File: config.mk
export PLATFORM = sky130hd
export DESIGN_NAME = data_mem_ctrl_flat
export DESIGN_NICKNAME = d
export VERILOG_FILES = /design/src/rtl/data_mem_ctrl_pkg.sv /design/src/rtl/data_mem_ctrl_if.sv /design/src/rtl/data_mem_ctrl_load_align.sv /design/src/rtl/data_mem_ctrl.sv /design/src/flat_wrapper.sv
export SDC_FILE = /design/constraint.sdc
export NUM_CORES = 1
export LEC_CHECK = 0
export CORE_ASPECT_RATIO = 1.1
export CORE_MARGIN = 1.5
export CORE_UTILIZATION = 42
export CTS_CLUSTER_SIZE = 20
export DETAILED_ROUTE_END_ITERATION = 12
export GPL_ROUTABILITY_DRIVEN = 0
export GPL_TIMING_DRIVEN = 0
export PLACE_DENSITY_LB_ADDON = 0.2
export SLEW_MARGIN = 20
export SYNTH_ARGS = -nofsm -noshare
export SYNTH_HDL_FRONTEND = slang
export SYNTH_SLANG_ARGS = --single-unit
File: constraint.sdc
create_clock -name clk -period 1.6 [get_ports clk]
set_input_delay 0.4 -clock clk [delete_from_list [all_inputs] [get_ports clk]]
set_output_delay 0.4 -clock clk [all_outputs]
set_load 0.02 [all_outputs]
File: src/rtl/data_mem_ctrl_pkg.sv
// ----------------------------------------------------------------------------
// data_mem_ctrl_pkg
//   Shared definitions for the MEM-stage data-memory controller: data width,
//   FSM state encoding and the byte-lane enable helper.
// ----------------------------------------------------------------------------
package data_mem_ctrl_pkg;

    localparam int DATA_W = 16;

    typedef enum logic [1:0] {
        ST_IDLE   = 2'd0,
        ST_ACCESS = 2'd1,
        ST_DONE   = 2'd2
    } state_t;

    // Byte enables for a 16-bit word SRAM; bit [1] is the high byte.
    function automatic logic [1:0] lane_enables(input logic is_byte, input logic addr0);
        if (!is_byte) begin
            return 2'b11;
        end
        return addr0 ? 2'b10 : 2'b01;
    endfunction

endpackage

File: src/rtl/data_mem_ctrl_if.sv
// ----------------------------------------------------------------------------
// data_mem_ctrl_if
//   Pipeline <-> data-memory controller request/response bundle.
//   master : MEM stage (drives the request, sees stall/response)
//   slave  : data_mem_ctrl
//   Signals:
//     req_valid/req_we/req_byte/req_signed/req_addr/req_wdata  request
//     stall          freeze IF..MEM while the access is outstanding
//     rsp_valid      one-cycle completion pulse
//     mem_err        misaligned word access flag, valid with rsp_valid
//     mem_read_data  load result to WB, holds the last load value
// ----------------------------------------------------------------------------
interface data_mem_ctrl_if;

    logic                                 req_valid;
    logic                                 req_we;
    logic                                 req_byte;
    logic                                 req_signed;
    logic [data_mem_ctrl_pkg::DATA_W-1:0] req_addr;
    logic [data_mem_ctrl_pkg::DATA_W-1:0] req_wdata;
    logic                                 stall;
    logic                                 rsp_valid;
    logic                                 mem_err;
    logic [data_mem_ctrl_pkg::DATA_W-1:0] mem_read_data;

    modport master (
        output req_valid, req_we, req_byte, req_signed, req_addr, req_wdata,
        input  stall, rsp_valid, mem_err, mem_read_data
    );

    modport slave (
        input  req_valid, req_we, req_byte, req_signed, req_addr, req_wdata,
        output stall, rsp_valid, mem_err, mem_read_data
    );

endinterface

File: src/rtl/data_mem_ctrl_load_align.sv
// ----------------------------------------------------------------------------
// load_align
//   Combinational load formatter: picks the addressed byte lane of a 16-bit
//   read word and sign/zero extends it, or passes the word through.
//   Ports:
//     rdata      in  16  raw SRAM/IO read word
//     addr0      in  1   byte address bit 0 (1 = high lane)
//     is_byte    in  1   1 = byte load, 0 = word load
//     is_signed  in  1   byte load: 1 = sign-extend, 0 = zero-extend
//     data       out 16  extended result
// ----------------------------------------------------------------------------
module load_align
    import data_mem_ctrl_pkg::*;
(
    input  logic [DATA_W-1:0] rdata,
    input  logic              addr0,
    input  logic              is_byte,
    input  logic              is_signed,
    output logic [DATA_W-1:0] data
);

    logic [7:0] lane;

    assign lane = addr0 ? rdata[15:8] : rdata[7:0];
    assign data = is_byte ? {{8{is_signed & lane[7]}}, lane} : rdata;

endmodule

File: src/rtl/data_mem_ctrl.sv
// ----------------------------------------------------------------------------
// data_mem_ctrl
//   MEM-stage data-memory controller. Accepts one load/store from the
//   pipeline, runs a WAIT_STATES+1 cycle access on a synchronous 16-bit word
//   SRAM, stalls the pipeline meanwhile and returns an aligned, extended load
//   word. Misaligned word accesses complete without touching the SRAM and
//   raise mem_err.
//   Parameters:
//     ADDR_W       SRAM word-address width (byte address bits [ADDR_W:1])
//     WAIT_STATES  extra SRAM cycles beyond one, 0..7
//   Ports:
//     clk, rst     clock, synchronous active-high reset
//     bus          data_mem_ctrl_if.slave: pipeline request/response
//     sram_en/we/be/addr/wdata  SRAM control, held for the whole access
//     sram_rdata   SRAM read data, valid in the final access cycle
// ----------------------------------------------------------------------------
module data_mem_ctrl
    import data_mem_ctrl_pkg::*;
#(
    parameter int ADDR_W      = 8,
    parameter int WAIT_STATES = 1
) (
    input  logic              clk,
    input  logic              rst,
    data_mem_ctrl_if.slave    bus,
    output logic              sram_en,
    output logic              sram_we,
    output logic [1:0]        sram_be,
    output logic [ADDR_W-1:0] sram_addr,
    output logic [DATA_W-1:0] sram_wdata,
    input  logic [DATA_W-1:0] sram_rdata
);

    localparam logic [2:0] LAST_COUNT = 3'(WAIT_STATES);

    state_t              state;
    state_t              state_nxt;
    logic [2:0]          count;

    // Request captured in IDLE; the SRAM controls are driven from these so
    // they stay constant for the whole access.
    logic                lat_we;
    logic                lat_is_byte;
    logic                lat_is_signed;
    logic                lat_addr0;
    logic                lat_err;
    logic [1:0]          lat_be;
    logic [ADDR_W-1:0]   lat_addr;
    logic [DATA_W-1:0]   lat_wdata;

    logic [DATA_W-1:0]   read_data_q;
    logic [DATA_W-1:0]   load_word;
    logic                misaligned;
    logic                last_cycle;
    logic                in_access;

    // Byte address bits above the SRAM window are deliberately ignored.
    logic                unused_addr_bits;
    assign unused_addr_bits = ^bus.req_addr[DATA_W-1:ADDR_W+1];

    assign misaligned = !bus.req_byte && bus.req_addr[0];
    assign in_access  = (state == ST_ACCESS);
    assign last_cycle = in_access && (count == LAST_COUNT);

    load_align u_load_align (
        .rdata     (sram_rdata),
        .addr0     (lat_addr0),
        .is_byte   (lat_is_byte),
        .is_signed (lat_is_signed),
        .data      (load_word)
    );

    // NOTE: state is updated with non-blocking assignments so every register
    // samples the pre-edge values, regardless of statement order.
    always_ff @(posedge clk) begin
        if (rst) begin
            state         <= ST_IDLE;
            count         <= 3'd0;
            lat_we        <= 1'b0;
            lat_is_byte   <= 1'b0;
            lat_is_signed <= 1'b0;
            lat_addr0     <= 1'b0;
            lat_err       <= 1'b0;
            lat_be        <= 2'b00;
            lat_addr      <= '0;
            lat_wdata     <= '0;
            read_data_q   <= '0;
        end else begin
            state <= state_nxt;
            unique case (state)
                ST_IDLE: begin
                    if (bus.req_valid) begin
                        lat_we        <= bus.req_we;
                        lat_is_byte   <= bus.req_byte;
                        lat_is_signed <= bus.req_signed;
                        lat_addr0     <= bus.req_addr[0];
                        lat_err       <= misaligned;
                        lat_be        <= lane_enables(bus.req_byte, bus.req_addr[0]);
                        lat_addr      <= bus.req_addr[ADDR_W:1];
                        lat_wdata     <= bus.req_byte ? {2{bus.req_wdata[7:0]}}
                                                      : bus.req_wdata;
                        count         <= 3'd0;
                    end
                end
                ST_ACCESS: begin
                    if (last_cycle) begin
                        // rdata is only valid in the final access cycle.
                        if (!lat_we) begin
                            read_data_q <= load_word;
                        end
                    end else begin
                        count <= count + 3'd1;
                    end
                end
                default: ;
            endcase
        end
    end

    // NOTE: every signal written here gets a default first, so no path
    // through the case can leave one unassigned and infer a latch.
    always_comb begin
        state_nxt     = state;
        bus.stall     = 1'b0;
        bus.rsp_valid = 1'b0;
        bus.mem_err   = 1'b0;
        unique case (state)
            ST_IDLE: begin
                if (bus.req_valid) begin
                    bus.stall = 1'b1;
                    state_nxt = misaligned ? ST_DONE : ST_ACCESS;
                end
            end
            ST_ACCESS: begin
                bus.stall = 1'b1;
                if (last_cycle) begin
                    state_nxt = ST_DONE;
                end
            end
            ST_DONE: begin
                // req_valid still belongs to the completed instruction here.
                bus.rsp_valid = 1'b1;
                bus.mem_err   = lat_err;
                state_nxt     = ST_IDLE;
            end
            default: state_nxt = ST_IDLE;
        endcase
    end

    // SRAM controls are gated so the bus is quiet outside an access.
    assign sram_en    = in_access;
    assign sram_we    = in_access & lat_we;
    assign sram_be    = in_access ? lat_be    : 2'b00;
    assign sram_addr  = in_access ? lat_addr  : '0;
    assign sram_wdata = in_access ? lat_wdata : '0;

    assign bus.mem_read_data = read_data_q;

endmodule

File: src/flat_wrapper.sv
// flat-port wrapper written by rule: the top's interface ports become plain ports
module data_mem_ctrl_flat import data_mem_ctrl_pkg::*;
#(
    parameter int ADDR_W      = 8,
    parameter int WAIT_STATES = 1
)
  (clk, rst, sram_en, sram_we, sram_be, sram_addr, sram_wdata, sram_rdata, bus_req_valid, bus_req_we, bus_req_byte, bus_req_signed, bus_req_addr, bus_req_wdata, bus_stall, bus_rsp_valid, bus_mem_err, bus_mem_read_data);
  data_mem_ctrl_if bus_i ();
  input  logic clk;
  input  logic rst;
  output logic sram_en;
  output logic sram_we;
  output logic [1:0] sram_be;
  output logic [ADDR_W-1:0] sram_addr;
  output logic [DATA_W-1:0] sram_wdata;
  input  logic [DATA_W-1:0] sram_rdata;
  input wire logic [$bits(bus_i.req_valid)-1:0] bus_req_valid;
  input wire logic [$bits(bus_i.req_we)-1:0] bus_req_we;
  input wire logic [$bits(bus_i.req_byte)-1:0] bus_req_byte;
  input wire logic [$bits(bus_i.req_signed)-1:0] bus_req_signed;
  input wire logic [$bits(bus_i.req_addr)-1:0] bus_req_addr;
  input wire logic [$bits(bus_i.req_wdata)-1:0] bus_req_wdata;
  output wire logic [$bits(bus_i.stall)-1:0] bus_stall;
  output wire logic [$bits(bus_i.rsp_valid)-1:0] bus_rsp_valid;
  output wire logic [$bits(bus_i.mem_err)-1:0] bus_mem_err;
  output wire logic [$bits(bus_i.mem_read_data)-1:0] bus_mem_read_data;
  assign bus_i.req_valid = bus_req_valid;
  assign bus_i.req_we = bus_req_we;
  assign bus_i.req_byte = bus_req_byte;
  assign bus_i.req_signed = bus_req_signed;
  assign bus_i.req_addr = bus_req_addr;
  assign bus_i.req_wdata = bus_req_wdata;
  assign bus_stall = bus_i.stall;
  assign bus_rsp_valid = bus_i.rsp_valid;
  assign bus_mem_err = bus_i.mem_err;
  assign bus_mem_read_data = bus_i.mem_read_data;
  data_mem_ctrl #(.ADDR_W(ADDR_W), .WAIT_STATES(WAIT_STATES)) u_core (.clk(clk), .rst(rst), .bus(bus_i), .sram_en(sram_en), .sram_we(sram_we), .sram_be(sram_be), .sram_addr(sram_addr), .sram_wdata(sram_wdata), .sram_rdata(sram_rdata));
endmodule
* Word-level counts from Yosys, hierarchy flattened
Cells that the tools add are included.
W data, S select, Z words.
** Operators by class
- $add $sub $neg :: 1
- Equal/unequal tests :: 6
- Multiplexer cells :: 24
- Bitwise operators :: 3
- Reduce and logical (&&, ||, !) cells :: 9
** Operator list (count)
- $mux W16 :: 3
- $mux W8 :: 2
- $mux W2 :: 7
- $mux W1 :: 7
- $mux W3 :: 2
- $pmux W3 S2 :: 1
- $reduce_and A3 Y1 :: 2
- $ne A2 B2 Y1 const B :: 2
- $pmux W2 S2 :: 1
- $reduce_and A2 Y1 :: 2
- $add A3 B1 Y3 const B :: 1
- $eq A3 B1 Y1 const B :: 1
- $and A1 B1 Y1 :: 2
- $eq A2 B1 Y1 const B :: 1
- $eq A2 B2 Y1 const B :: 1
- $logic_and A1 B1 Y1 :: 2
- $logic_not A2 Y1 :: 1
- $ne A2 B1 Y1 const B :: 1
- $pmux W1 S2 :: 1
- $reduce_bool A2 Y1 :: 1
- $logic_not A1 Y1 :: 1
- $not A1 Y1 :: 1
** Word-level totals
- Register bits :: 52
- Word-level logic and storage cells :: 54

* Depth between registers and ports, before layout
Gate-level depths: netlist of run 1.
- Word-level depth :: 5
- Gate-level depth with buffers :: 7
- Depth with buffers taken out :: 5

* Modules after synthesis
Synthesis of run 1 repeated with hierarchy kept, for this count alone.
** Unflattened totals
- Cells, all modules :: 298
- Area total of the unflattened synthesis :: 2472.4 um^2
** By module, submodules not included
- data_mem_ctrl :: instances 1, cells an instance 268, area an instance 2249.7 um^2, sequential area each 1041.0 um^2
- load_align :: instances 1, cells an instance 30, area an instance 222.7 um^2, sequential area each 0.0 um^2

* Worst setup path after synthesis of run 1
No wires, ideal clock.
- Path kind :: register to output
- From :: reg u_core.state[1]
- To :: out sram_addr[0]
- Arrival :: 1.302 ns
- Path slack :: -0.102 ns
- Stages on the path, launching flop included :: 5
- Buffers on the path :: 1
- Cells stage by stage :: dfxtp_1 -> nand2b_2 -> inv_2 -> clkbuf_1 -> and2_1
** On the way
- Cells in the longest elaborated chain, start to end :: 2
** RTL lines
- start, declared :: line data_mem_ctrl.sv:36 : state_t state;
- start signal, assigned :: line data_mem_ctrl.sv:89 : state <= state_nxt;
- $eq A2 B1 Y1 :: line data_mem_ctrl.sv:62 : assign in_access = (state == ST_ACCESS);
- net sram_en :: line flat_wrapper.sv:11 : output logic sram_en;
- $mux W8 :: line data_mem_ctrl.sv:154 : assign sram_addr = in_access ? lat_addr : '0;
- end, declared :: line flat_wrapper.sv:14 : output logic [ADDR_W-1:0] sram_addr;
The timed path passes the listed nets, and every way through them passes these cells.

* Final worst setup path of run 1
- From :: reg u_core.state[1]
- To :: out sram_be[0]
** On the way
- Cells in the longest elaborated chain, start to end :: 2
** RTL lines
- $eq A2 B1 Y1 :: line data_mem_ctrl.sv:62
- $mux W2 :: line data_mem_ctrl.sv:153 : assign sram_be = in_access ? lat_be : 2'b00;
- end, declared :: line flat_wrapper.sv:13 : output logic [1:0] sram_be;
Every way passes these cells.

==> results of run 1 <==
sequential cells by signal (all words and copies together), names as in the netlist:
name                      flops
u_core.bus.mem_read_data     16
u_core.lat_is_byte            1
u_core.lat_be                 2
u_core.lat_wdata             16
u_core.state                  2
u_core.lat_addr               8
u_core.lat_err                1
u_core.count                  3
u_core.lat_addr0              1
u_core.lat_is_signed          1
u_core.lat_we                 1
metrics by stage:
stage	hold WS [ps]	TNS [ps]	util
2_1_floorplan	432	0	-
6_report	460	-3180	0.715
3_3_place_gp	436	-35120	0.625
3_5_place_dp	443	-35300	0.625
4_1_cts	456	-3730	0.656
5_1_grt	474	-4180	0.715
where the power goes:
| group | internal, mW | switching (mW) | leakage [nW] |
|---|---|---|---|
| Clock | 0.346 | 0.424 | 0.0510 |
| Sequential | 1.38 | 0.0523 | 0.427 |
| Combinational | 0.426 | 0.380 | 1.19 |
placed cells by master, fill, tap and decap left out, types with 2 or more instances in the layout:
master           synthesis  layout
a211oi_1                18      17
a21oi_1                 38      38
a311oi_1                 7       7
a311oi_2                 2       2
and2_4                   0      28
buf_2                    5       2
buf_4                    0      18
buf_6                    2      33
buf_8                    0       3
clkbuf_1                13       6
clkbuf_16                0       4
clkbuf_8                 0       6
clkdlybuf4s50_1          0      44
clkinv_2                 0       2
dfxtp_1                 52      49
dfxtp_4                  0       2
dlygate4sd2_1            0      16
mux2i_1                 16      16
nand2_1                 43      43
nand2b_1                 8       8
nor2_1                  14      14
nor2b_1                  3       3
nor3b_4                  0       2
o21ai_0                  2       2
logic make-up after synthesis:
logic type / Yosys count
simple gates: 107
compound gates: 70
flops: 52
fa+ha+maj: 2
buf+inv: 25
mux: 17
layer usage:
layer	track usage	share of wire	routed length [µm]	vias up
li1	-	-	-	1173
met1	0.300	0.43	3010	1156
met2	0.384	0.51	3600	78
met3	0.0540	0.058	409	6
met4	0.0491	0.0088	62	0
met5	0	0	0	-
worst paths after layout:
kind / cells after the start / endpoint / slack (ps) / startpoint
hold reg to reg: 2 / u_core.lat_err / 460 / u_core.lat_err
setup / recovery: 5 / sram_be[0] / -140 / u_core.state[1]
hold / removal: 2 / u_core.lat_err / 460 / u_core.lat_err
setup reg to reg: 7 / u_core.bus.mem_read_data[1] / 50 / u_core.count[1]
synthesized netlist by cell type (2+ instances only):
cell type and instances:
a211oi_1 18, nand2_1 43, mux2i_1 16, a311oi_2 2
a311oi_1 7, nor2b_1 3, buf_6 2, inv_1 2
buf_2 5, a21oi_1 38, nor2_1 14, ha_1 2
and2_1 29, clkbuf_1 13, o21ai_0 2, nor3b_2 2
dfxtp_1 52, nand2b_1 8
what timing repair did:
action	4_1_cts	5_1_grt
gates cloned	0	4
setup buffers	3	12
endpoints found under the setup margin	91	76
pin swaps	0	26
gates resized for setup	213	61
worst max-delay path: cells and delay by family, from the launching register on:
family / cells / cell delay [ps]
buf+inv: 3 / 390
flops: 1 / 350
simple gates: 2 / 300
area by class of cell:
cell class	instances	area share
Buffer	19	0.0412
Tap cell	75	0.0243
Sequential cell	52	0.272
Inverter	3	0.00616
Multi-Input combinational cell	196	0.338
Clock inverter	2	0.00259
Timing Repair Buffer	111	0.294
Clock buffer	6	0.0214
==> summary.txt, run 1 <==
Timing
  • Maximum clock frequency: 0.576 GHz
  • RSZ-0062 raised after global routing: yes
  • Slew headroom: 0.629
  • Tcrit/Tclk final: 1.09
  • Crit path time final: 1740 ps
  • Final hold vios: 0
  • Skew final: 6.57 ps
  • Worst slew pin tran: 556 ps
  • Max-slew violations: 0
  • Final worst slack: -137 ps
  • Final Setup Violations: 27

Setup path
  • CP max stage delay: roughly 350 ps
  • Max FO, Critical Path: 8
  • Worst EP arrival: 1340 ps
  • Critical-path top delay cell: dfxtp_4
  • Element type at the critical path end: output pin
  • Worst EP required: 1200 ps
  • Critical-path cell list: nand2b_4 > clkinv_8 > clkbuf_16 > and2_4 > buf_6
  • Critical path class: reg2out
  • Startpoint types: flip-flop

Global routing
  • Largest net degree at the start of global routing: 16
  • Grt ovf: 0
  • Global-route wire length before repair: 10.8 mm
  • Initial antenna violation count: 0
  • Gr usage total: 0.229
  • Vias in the first global route: 2,280

Yosys
  • Post-Synth XOR/XNOR Area: 0
  • Post-synth top area share: 0.442
  • Synth Flop Type: dfxtp_1
  • Post-synth EDFFs: 0
  • Multiplexer share of the synthesized area: 0.0728
  • Synth Area in Compound Gates: 0.194
  • Synthesized flop and latch total: 52
  • Adder-cell share of the synthesized area: 0.0106
  • Main combinational cell family by area after synthesis: simple AND/OR/NAND/NOR gates
  • Dominant cells by area after synthesis: dfxtp_1 (44%), a21oi_1 (8.1%), and2_1 (7.7%), nand2_1 (6.9%), mux2i_1 (6.8%)
  • Syn_area_per_cell: 8.62 µm²
  • Yosys Warn Count: 0
  • Count of cell types in the netlist: 33
  • Synthesized area: 2350 µm²
  • Synth Instances: 273
  • Sequential share of the synthesized area: 0.442
  • Syn nets: 329
  • Largest area contributor in the netlist: dfxtp_1
  • Post-synthesis simple-gate area fraction: 0.231
  • Ys async rst share: 0

Layout
  • Layout cells sized above 1: 0.293
  • Area of the multi-input gates: 1310 µm²
  • Ant. Diodes: 0
  • Final #Nets: 444
  • Synth-to-layout area growth: 64.0%
  • Storage element area: 1050 µm²
  • FILL cells: 434
  • Final instance area: 3860 µm²
  • Final cell count without fillers: 464

Worst hold path
  • Worst min path class: reg2reg

Drt
  • Total wire length: 7.08 mm
  • Iter 0 DRT Violations: 102
  • DR pass1 iterations: 4
  • Routed Antenna Nets: 0
  • Post-route DRC violation count: 0
  • Post-DR vias/cell: between 5 and 6
  • Wire per inst: roughly 15 µm
  • Via Count: 2,413

Place
  • I/O Buffers: 92
  • Placed cell area: 3370 µm²
  • Cells after DPL: 440
  • Post-DP HPWL: 4.71 mm
  • Dpl ws: -797 ps

Floorplanning
  • DIE AREA: 6060 µm²
  • Row count: 28
  • Die width: 74.4 µm
  • Core ar.: 5400 µm²
  • Initial core utilization: 0.436
  • Num ports: 101
  • Die Span Y: between 80 and 90 µm

Power
  • Leakage: 1.67 nW
  • PD cells: slightly below 800 nW/µm²
  • Power, Total: 3.01 mW
  • Peak supply drop: approximately 0.00046 V

Job
  • Max-cap viol count: 0

CTS
  • CTS tree: built
  • Hold Buf Count CTS: 0
  • H-tree Lvls: 2
  • CTS Buf Count: 5
  • Clock Latency Late Sink: 300 ps
  • Clk slew on worst S/H paths: about 90 ps
  • Root Buffer: clkbuf_8
  • Clock Tree Buf Depth: 2
  • Number of clock sinks: 52

Status
  • Status: complete, but fails checks
  • Failing checks: negative setup slack
No activity file was read; power rests on OpenSTA's default activity.
==> inputs of run 2 (changes only) <==
- CORE_ASPECT_RATIO: 1.1 -> 1.25
==> run 2 against run 1 <==
  * The run still ends with negative setup slack left
  * Global-route usage is 0.71 points lower
  * Register-to-register slack better by 20 ps
  * Count of clock-buffer cells in the layout stayed put
  * Flip-flop and latch count stayed put
  * Die area hardly changed
  * Via count is 3.2% lower
  * Critical path depth is 1 higher
  * Critical endpoint is now sram_wdata[14]
  * Largest cell class unchanged
==> summary.txt, run 2 (same netlist as run 1, synthesis figures left out) <==
Floorplanning
  • Die width: 70.0 µm
  • Initial core utilization: 0.435
  • Row count: 30
  • Die Span Y: slightly below 90 µm
  • DIE AREA: roughly 6000 µm²
  • Num ports: 101
  • Core ar.: about 5400 µm²

Timing
  • Worst slew pin tran: 561 ps
  • Tcrit/Tclk final: 1.08
  • Max-slew violations: 0
  • Final hold vios: 0
  • Crit path time final: 1730 ps
  • Slew headroom: 0.626
  • TNS Setup: -2470 ps
  • Final Setup Violations: 28
  • Final worst slack: -129 ps
  • Maximum clock frequency: 0.578 GHz
  • Skew final: 7.09 ps
  • Hold Slack: between 400 and 500 ps
  • RSZ-0062 raised after global routing: yes

Power
  • Comb pwr share: 0.260
  • P_sw: 850 µW
  • Reg power frac: 0.478
  • Leakage: 1.62 nW
  • Peak supply drop: 0.000452 V
  • Sw frac: 0.286
  • PD cells: 795 nW/µm²
  • Clock share of power: 0.261
  • Internal: 2.12 mW

Drt
  • Post-DR vias/cell: 5.22
  • Iter 0 DRT Violations: 67
  • Routed Antenna Nets: 0
  • Post-route DRC violation count: 0
  • DR pass1 iterations: 4
  • Wire per inst: 14.9 µm
  • Via Count: around 2,300
  • Total wire length: roughly 6.6 mm

Layout
  • Storage element area: 1050 µm²
  • Synth-to-layout area growth: 59.0%
  • Most frequent cells in the layout: dfxtp_1 (50), clkdlybuf4s50_1 (44), nand2_1 (43), a21oi_1 (38), buf_6 (34)
  • Most common cell after layout, fill and taps aside: dfxtp_1
  • Final #Nets: 438
  • Area of the multi-input gates: 1290 µm²
  • Ant. Diodes: 0
  • Final instance area: approximately 3700 µm²
  • Layout cells sized above 1: 0.266
  • Post-layout util: 0.692
  • FILL cells: 472

CTS
  • Hold Buf Count CTS: 0
  • H-tree Lvls: 2
  • Clock Tree Buf Depth: 2
  • CTS Buf Count: 5
  • Clk slew on worst S/H paths: roughly 90 ps
  • Number of clock sinks: 52
  • Root Buffer: clkbuf_8
  • CTS tree: built
  • Clock Latency Late Sink: 310 ps

Setup path
  • Element type at the critical path end: output pin
  • Critical-path cell list: nand2b_4 > inv_8 > buf_8 > buf_6 > and2_4 > buf_6
  • Crit path max-delay family: buffers and inverters
  • Critical path class: reg2out
  • Startpoint types: flip-flop
  • CP max stage delay: 350 ps
  • Worst Path Buf+Inv: 4
  • Critical-path top delay cell: dfxtp_4
  • Max FO, Critical Path: 5
  • Most frequent cell on the critical path: buf_6
  • Worst EP arrival: approximately 1300 ps
  • Worst EP required: between 1000 and 1500 ps

Place
  • Placed cell area: 3360 µm²
  • Post-DP HPWL: 4.74 mm
  • I/O Buffers: 92

Status
  • Status: complete, but fails checks
  • Failing checks: negative setup slack

Job
  • Max-cap viol count: 0

Global routing
  • Global-route wire length before repair: ~11 mm
  • Largest net degree at the start of global routing: 16
  • Initial antenna violation count: 0
  • Vias in the first global route: 2,247
  • Gr usage total: 0.222
  • Grt ovf: 0

Worst hold path
  • Worst min path class: reg2reg
run 2: power groups by stage:
| stage | clock network (mW) | logic [mW] | registers (mW) |
|---|---|---|---|
| 2_1_floorplan | 0 | 0.334 | 1.45 |
| 3_3_place_gp | 0 | 0.619 | 1.45 |
| 3_5_place_dp | 0 | 0.628 | 1.45 |
| 4_1_cts | 0.795 | 0.716 | 1.42 |
| 5_1_grt | 0.861 | 0.836 | 1.43 |
| 6_report | 0.777 | 0.774 | 1.42 |
run 2: metal layers:
| metal | vias up | track usage | routed length [µm] |
|---|---|---|---|
| li1 | 1162 | - | - |
| met1 | 1084 | 0.255 | 2650 |
| met2 | 79 | 0.409 | 3500 |
| met3 | 10 | 0.0419 | 365 |
| met4 | 0 | 0.0839 | 128 |
| met5 | - | 0 | 0 |
run 2: metrics by stage:
step                      power [mW]  worst slack [ps]  instances
after floorplan                 1.78              50.4        273
after global placement          2.07              -781        429
after detailed placement        2.08              -802        429
after CTS                       2.93              -176        443
after global routing            3.13              -176        447
final                           2.97              -129        447
run 2: what timing repair did:
item	4_1_cts	5_1_grt
gates cloned	1	0
endpoints found under the setup margin	92	66
resized for setup	240	28
pin swaps	6	8
buffers inserted	6	5
endpoints found under the hold margin	0	0
run 2: worst paths after layout:
| check | cells after the start | from | slack [ps] | end |
|---|---|---|---|---|
| min | 2 | u_core.lat_wdata[5] | 460 | u_core.lat_wdata[5] |
| max | 6 | u_core.state[1] | -130 | sram_wdata[14] |
| min reg2reg | 2 | u_core.lat_wdata[5] | 460 | u_core.lat_wdata[5] |
| max reg2reg | 5 | u_core.state[1] | 70 | u_core.count[1] |
run 2: worst register-to-register path: stages (launching register included):
cell,delay (ps)
dfxtp_4,350
buf_4,130
buf_6,120
or3b_4,410
a2111o_1,370
o41ai_1,60
run 2: layout make-up:
type / count / area share
Multi-Input combinational cell: 196 / 0.346
Sequential cell: 52 / 0.280
Timing Repair Buffer: 104 / 0.276
Buffer: 20 / 0.0465
Clock buffer: 6 / 0.0221
Tap cell: 64 / 0.0214
Inverter: 3 / 0.00502
Clock inverter: 2 / 0.00268
